**config.mk**
```make
export PLATFORM = sky130hd
export DESIGN_NAME = lives_tracker
export DESIGN_NICKNAME = d
export VERILOG_FILES = /design/src/rtl/game_pkg.sv /design/src/rtl/rising_edge_detect.sv /design/src/rtl/lives_tracker.sv
export SDC_FILE = /design/constraint.sdc
export NUM_CORES = 1
export LEC_CHECK = 0
export BUFFER_PORTS_ARGS = -buffer_cell sky130_fd_sc_hd__buf_4
export CAP_MARGIN = 5
export CORE_ASPECT_RATIO = 0.9
export CORE_MARGIN = 8
export CORE_UTILIZATION = 25
export CTS_CLUSTER_DIAMETER = 150
export DETAILED_ROUTE_END_ITERATION = 7
export GPL_ROUTABILITY_DRIVEN = 0
export GPL_TIMING_DRIVEN = 0
export PLACE_DENSITY_LB_ADDON = 0.08
export RECOVER_POWER = 50
export SYNTH_ARGS = -nofsm -noshare
export SYNTH_HDL_FRONTEND = slang
export SYNTH_SLANG_ARGS = --single-unit
```
**constraint.sdc**
```tcl
create_clock -name i_Clk -period 4.41 [get_ports i_Clk]
set_input_delay 0.441 -clock i_Clk [delete_from_list [all_inputs] [get_ports i_Clk]]
set_output_delay 0.441 -clock i_Clk [all_outputs]
set_load 0.01 [all_outputs]
```
**src/rtl/game_pkg.sv**
```systemverilog
// Shared game-core types and default constants, also used by the game-state controller.
package game_pkg;

  typedef enum logic [1:0] {
    ALIVE     = 2'd0,
    INVULN    = 2'd1,
    GAME_OVER = 2'd2
  } lives_state_t;

  localparam int DEF_MAX_LIVES     = 3;
  localparam int DEF_INVULN_CYCLES = 25_000_000;

endpackage

```
**src/rtl/rising_edge_detect.sv**
```systemverilog
// Level-to-pulse rising-edge detector; rise is combinational from the current input and last sample.
// Previous sample resets high, so a level already asserted at reset release never produces a rise.
module rising_edge_detect (
  input  logic i_Clk,
  input  logic i_Rst_L,
  input  logic i_Sig,
  output logic o_Rise
);

  logic prev;

  always_ff @(posedge i_Clk or negedge i_Rst_L) begin
    if (!i_Rst_L) prev <= 1'b1;
    else          prev <= i_Sig;
  end

  assign o_Rise = i_Sig & ~prev;

endmodule

```
**src/rtl/lives_tracker.sv**
```systemverilog
// Player-lives manager: hit debounce via invulnerability window, capped bonus lives, game-over.
// Input rise sampled at edge k updates lives/state at edge k; LED and status flags decode registers.
module lives_tracker
  import game_pkg::*;
#(
  parameter int MAX_LIVES     = DEF_MAX_LIVES,
  parameter int START_LIVES   = 3,
  parameter int INVULN_CYCLES = DEF_INVULN_CYCLES,
  parameter int LIVES_W       = $clog2(MAX_LIVES + 1)
) (
  input  logic                 i_Clk,
  input  logic                 i_Rst_L,
  input  logic                 i_Collided,
  input  logic                 i_Bonus,
  input  logic                 i_Restart,
  output logic [LIVES_W-1:0]   o_Lives,
  output logic [MAX_LIVES-1:0] o_LED,
  output logic                 o_Invulnerable,
  output logic                 o_Life_Lost,
  output logic                 o_Game_Over
);

  localparam int CNT_W = (INVULN_CYCLES > 1) ? $clog2(INVULN_CYCLES) : 1;
  localparam logic [CNT_W-1:0]   CNT_LOAD = (INVULN_CYCLES > 0) ? CNT_W'(INVULN_CYCLES - 1) : '0;
  localparam logic [LIVES_W-1:0] MAX_L    = LIVES_W'(MAX_LIVES);
  localparam logic [LIVES_W-1:0] START_L  = LIVES_W'(START_LIVES);

  if (!(START_LIVES >= 1 && START_LIVES <= MAX_LIVES && MAX_LIVES <= 15)) begin : g_bad_params
    $error("lives_tracker: need 1 <= START_LIVES <= MAX_LIVES <= 15");
  end

  logic coll_rise, bonus_rise, restart_rise;

  rising_edge_detect u_coll_edge (
    .i_Clk   (i_Clk),
    .i_Rst_L (i_Rst_L),
    .i_Sig   (i_Collided),
    .o_Rise  (coll_rise)
  );

  rising_edge_detect u_bonus_edge (
    .i_Clk   (i_Clk),
    .i_Rst_L (i_Rst_L),
    .i_Sig   (i_Bonus),
    .o_Rise  (bonus_rise)
  );

  rising_edge_detect u_restart_edge (
    .i_Clk   (i_Clk),
    .i_Rst_L (i_Rst_L),
    .i_Sig   (i_Restart),
    .o_Rise  (restart_rise)
  );

  lives_state_t       state;
  logic [CNT_W-1:0]   cnt;
  logic [LIVES_W-1:0] lives;

  always_ff @(posedge i_Clk or negedge i_Rst_L) begin
    if (!i_Rst_L) begin
      state       <= ALIVE;
      cnt         <= '0;
      lives       <= START_L;
      o_Life_Lost <= 1'b0;
    end else begin
      o_Life_Lost <= 1'b0;
      if (restart_rise) begin
        state <= ALIVE;
        cnt   <= '0;
        lives <= START_L;
      end else begin
        case (state)
          ALIVE: begin
            // An accepted collision swallows a same-cycle bonus.
            if (coll_rise && lives != '0) begin
              lives       <= lives - LIVES_W'(1);
              o_Life_Lost <= 1'b1;
              if (lives == LIVES_W'(1)) begin
                state <= GAME_OVER;
              end else if (INVULN_CYCLES != 0) begin
                state <= INVULN;
                cnt   <= CNT_LOAD;
              end
            end else if (bonus_rise && lives != MAX_L) begin
              lives <= lives + LIVES_W'(1);
            end
          end
          INVULN: begin
            if (cnt == '0) state <= ALIVE;
            else           cnt   <= cnt - CNT_W'(1);
            if (bonus_rise && lives != MAX_L) lives <= lives + LIVES_W'(1);
          end
          GAME_OVER: ;
          default: state <= ALIVE;
        endcase
      end
    end
  end

  always_comb begin
    o_LED = '0;
    for (int i = 0; i < MAX_LIVES; i++) o_LED[i] = (lives > LIVES_W'(i));
  end

  assign o_Lives        = lives;
  assign o_Invulnerable = (state == INVULN);
  assign o_Game_Over    = (state == GAME_OVER);

endmodule

```
# After elaboration in Yosys (flattened, before gate mapping)
# Index checks and enable logic that the tools add are counted.
# classes
eq_ne	9
mux	17
n_reduce_logical	8
addsub	3
magnitude_cmp	3
bitwise	6
# ops
cell	count
$mux 25	4
$pmux 25 s2	1
$logic_not 25->1	1
$sub 25x1->25 const B	1
$mux 2	7
$ne 3x3->1 const B	3
$pmux 2 s3	1
$eq 2x1->1 const B	2
$gt 2x1->1 const B	2
$pmux 2 s2	1
$reduce_and 4->1	1
$and 1x1->1	3
$mux 1	3
$ne 3x1->1 const B	1
$not 1->1	3
$reduce_and 3->1	1
$reduce_bool 3->1	1
$add 2x1->2 const B	1
$eq 2x2->1 const B	1
$gt 2x2->1 const B	1
$logic_and 1x1->1	2
$logic_not 2->1	1
$ne 2x1->1 const B	1
$ne 2x2->1 const B	1
other kinds (2)	2
# totals
elab_cells	53
in_bits	5
ff_bits	33
output_inout_bits	8

# Longest topological paths before layout
# logic_depth
ltp_word	7
mapped_depth	8
mapped_depth_nobuf	7

# Cells and area by module
# From an unflattened synthesis, not the netlist that was laid out.
# unflattened
cells_unflattened	223
area_unflattened_um2	2083.2
# by_module_without_submodules
module	instances	seq_area_each_um2	area_per_inst_um2	cells_each
lives_tracker	1	753.2	1963.1	217
rising_edge_detect	3	26.3	40.0	2

# Least setup slack after synthesis
# No wires, ideal clock.
# synth_timing
path_kind	register to register
start	register lives[0] (netlist: o_Lives[0])
end	register cnt[20]
n_path_buf	1
synth_period_minus_slack_ps	2098
slack_ps	2312
arrival_time_ps	1998
t_required_ps	4311
setup_time_ps	99
stages_incl_launch_ff	9
cell_sequence	dfstp_2 inv_1 ha_1 nor4b_1 o21bai_1 a41oi_4 buf_2 a21oi_1 a311oi_1
# synth_via
elab_chain_cells	4
elab_cells_between_ends	6
classes_between	eq/ne: 3; reduce/logical: 3
# synth_rtl
element	line_no	source
start: declaration	lives_tracker.sv:57	logic [LIVES_W-1:0] lives;
start signal: assignment	lives_tracker.sv:76	lives <= lives - LIVES_W'(1);
start signal: assignment	lives_tracker.sv:85	lives <= lives + LIVES_W'(1);
start signal: assignment	lives_tracker.sv:91	if (bonus_rise && lives != MAX_L) lives <= lives + LIVES_W'(1);
$reduce_bool 2->1	lives_tracker.sv:75	if (coll_rise && lives != '0) begin
$logic_and 1x1->1	lives_tracker.sv:75	
$ne 3x3->1 (no line)	-	
$reduce_and 4->1 (no line) (*)	-	
end signal: assignment	lives_tracker.sv:90	else cnt <= cnt - CNT_W'(1);
end: declaration	lives_tracker.sv:56	logic [CNT_W-1:0] cnt;
# Mark *: on every way between the ends. The rest lies on a longest branch, timed or not.
# A chain may end at the register's enable or synchronous reset.

# Worst setup path after layout
# layout_timing
start	register state[1]
end	output o_Invulnerable
# layout_via
elab_chain_cells	1
# layout_rtl
element	line_no	source
start: declaration	lives_tracker.sv:55	lives_state_t state;
start signal: assignment	lives_tracker.sv:61	state <= ALIVE;
start signal: assignment	lives_tracker.sv:68	state <= ALIVE;
start signal: assignment	lives_tracker.sv:79	state <= GAME_OVER;
$eq 2x1->1	lives_tracker.sv:106	assign o_Invulnerable = (state == INVULN);
end: declaration	lives_tracker.sv:18	output logic o_Invulnerable,
# No other way between the ends.

==> results.cfg <==
[cells_and_area]
syn_to_final_growth_pct = 15.0
post_layout_nonfiller_instances = 332
n_fill_cell = 882
stdcell_area_sq_um = 2300
fraction_of_final_layout_cells_sized_beyond_drive_strength_1_pct = 16.3
nets = 242
antenna-diode-count = 0

[clocking]
cts-buffers-inserted = 5
postCtsSetupBuffers = 0
clk_transition_reported_paths_ns = 0.07
clock_sinks = 33
max-clock-path-buffers = 2
cts_hold_repair.buffers = 0
clock_tree_from_tritoncts = yes
worstSkewPairLatency_ns = 0.28
clock-root-buffer = sky130_fd_sc_hd__clkbuf_8
cts_h_tree_depth = 2
cts.repair.resized = 0

[run_status]
failed_checks = max-capacitance violations, max-slew violations
status = finished, violations left

[critical_path]
cp_max_fo = 10
critPathArrivalTime_ns = 2.15
end_kind = output port
timing_worst_setup_path_type = reg -> out
crit_required_ns = 3.97
startpoint_type = flop
regToRegSetupSlack_ns = 1.85
rr_startpoint = o_Lives[0]
timing.critical_path.from = state[1]

[global_route]
number_of_antenna_violations_at_the_first_check_in_global_routing = 0
pin_count_of_the_biggest_net_entering_global_routing = 34
wire_length_of_the_first_global_routing_pass_um = 9640
gr-total-overflow = 0
via_count_of_the_first_global_routing_pass = 1734
track_usage_pct = 11.3

[timing]
max_freq_mhz = 385
period_minus_slack_ns = 2.60
maxSlewViolCount = 34
worst_pin_slew_ns = 1.91
post-route-period-util_pct = 58.8
slew_headroom_pct = -27.7
setup_total_negative_slack_ns = 0
fin_hold_ws_ns = 0.259
setup_viol = 0
skew_ns = 0.00847
hold_violations = 0
rsz0062_at_grt = false

[yosys]
ys_seq_elements = 33
avgSynthCellArea_sq_um = 9.37
synth_instances = 213
post-synth-top-count-cell = sky130_fd_sc_hd__dfrtp_1
synth_flop_cell = sky130_fd_sc_hd__dfrtp_1
synth_enable_flop_cells = 0
synth_top_family_by_area = simple AND/OR/NAND/NOR gates
synth_compound_gate_area_share_pct = 24.6
post_synth_net_total = 223
synthMuxAreaShare_pct = 0.502
ys_async_sr_fraction_pct = 100
netlist-cell-type-count = 53
synth_simple_gate_area_share_pct = 25.5
yosys-top-cells-area = sky130_fd_sc_hd__dfrtp_1 (35%), sky130_fd_sc_hd__dfstp_2 (6.6%), sky130_fd_sc_hd__a311oi_1 (6.1%)
synth_largest_type_area_fraction_pct = 35.1
synthesis.yosys.warnings = 0
cell_accounting_for_the_most_synthesized_area = sky130_fd_sc_hd__dfrtp_1
synth_sequential_area_ratio_pct = 41.7
post_synthesis_instance_area_sq_um = 2000
synth_common_cells = sky130_fd_sc_hd__dfrtp_1 (28), sky130_fd_sc_hd__a21oi_1 (16), sky130_fd_sc_hd__nor2_1 (16)
post_synth_fa_ha_maj_area_fraction_pct = 3.13
synthXorXnorAreaFrac_pct = 0.439

[drt]
first_pass_iters = 5
overall_via_count_from_detail_route = 1747
initialDrtViolationCount = 61
route.detailed.wl_per_inst_um = 17.8
drc = 0
route.antenna.remaining_nets = 0
post_drt_via_cell_ratio = 5.26
totalWireLength_um = 5920

[power_and_ir_drop]
p_leak_nw = 0.848
finalPower_mw = 1.41
ir_worst_vdd_mv = 0.189
p_per_area_nw_per_um2 = 614

[die]
rows = 31
die_width_um = 110
die_h_um = 101
design.die.area_sq_um = 11100
start_util_pct = 25.2
pin_count = 13
placeableCoreArea_sq_um = 7910

[place]
place.port_buffers = 12
post_placement_cell_area_sq_um = 2210
dp_hpwl_um = 4110
placed_cells = 324

[job]
maxCapViolations = 1

[hold_path]
hold_start = i_Restart
hold_path_class = in -> reg
path summary, 6_finish.rpt:
kind,end,depth (start not counted)
hold reg to reg,cnt[13],1
max in group asynchronous,cnt[8],1
setup / recovery,o_Invulnerable,4
setup reg to reg,cnt[14],8
min in group asynchronous,cnt[3],1
hold / removal,u_restart_edge.prev,1
critical path, cell delays in order (launching register included):
cell and delay, ns:
sky130_fd_sc_hd__dfrtp_1 0.48, sky130_fd_sc_hd__nand2b_1 0.33, sky130_fd_sc_hd__inv_1 0.35, sky130_fd_sc_hd__clkbuf_1 0.49
sky130_fd_sc_hd__buf_4 0.22
layer usage:
layer  GRT usage, %  wire length [um]  vias up
li1               -                 -      855
met1           16.3              3040      857
met2           16.5              2590       30
met3           2.49               237        5
met4           2.97                56        0
met5              0                 0        -
layout by cell type (no fill, tap or decap), types with 8 or more instances in the layout:
cell	count
sky130_fd_sc_hd__clkbuf_1	10
sky130_fd_sc_hd__a311oi_1	14
sky130_fd_sc_hd__dfrtp_1	28
sky130_fd_sc_hd__nor3_1	9
sky130_fd_sc_hd__nor2_1	16
sky130_fd_sc_hd__nand3_1	8
sky130_fd_sc_hd__a21oi_1	16
sky130_fd_sc_hd__nand2_1	15
sky130_fd_sc_hd__inv_1	8
sky130_fd_sc_hd__nand2b_1	8
layout make-up:
class                   instances  area [sq um]  area share, %
multi-input cells             160          1080           47.1
flip-flops and latches         33           832           36.2
well taps                      99           124           5.40
clock buffers                   7          96.3           4.20
repair buffers                 12          75.1           3.27
plain buffers                  12          52.6           2.29
inverters                       8          30.0           1.31
clock inverters                 1          5.00          0.218
metrics by stage:
step / worst slack (ns) / util (%)
2_1_floorplan: 2.31 / -
3_5_place_dp: 1.88 / 27.9
3_3_place_gp: 1.83 / 27.9
4_1_cts: 1.77 / 29.2
5_1_grt: 1.62 / 29.0
6_report: 1.81 / 29.0
registers in the layout, summed over array words and instances (netlist names):
name                 cells
cnt                     25
o_Lives                  2
state                    2
o_Life_Lost              1
u_bonus_edge.prev        1
u_coll_edge.prev         1
u_restart_edge.prev      1
cell families (layout without fill, tap and decap cells):
| kind of cell | Yosys count | after routing |
|---|---|---|
| XOR/XNOR | 1 | 1 |
| AO/OA/AOI/OAI | 64 | 64 |
| adder cells (fa/ha/maj) | 5 | 5 |
| AND/OR/NAND/NOR | 89 | 89 |
| multiplexers | 1 | 1 |
| flip-flops | 33 | 33 |
| buffers and inverters | 20 | 40 |
report_power, final:
part           switching [mW]  leakage, nW  internal [mW]
Clock                   0.119       0.0542          0.141
Combinational           0.362        0.390          0.255
Sequential              0.129        0.404          0.403
Total                   0.610        0.848          0.799
Power figures use the tool's default switching activity.
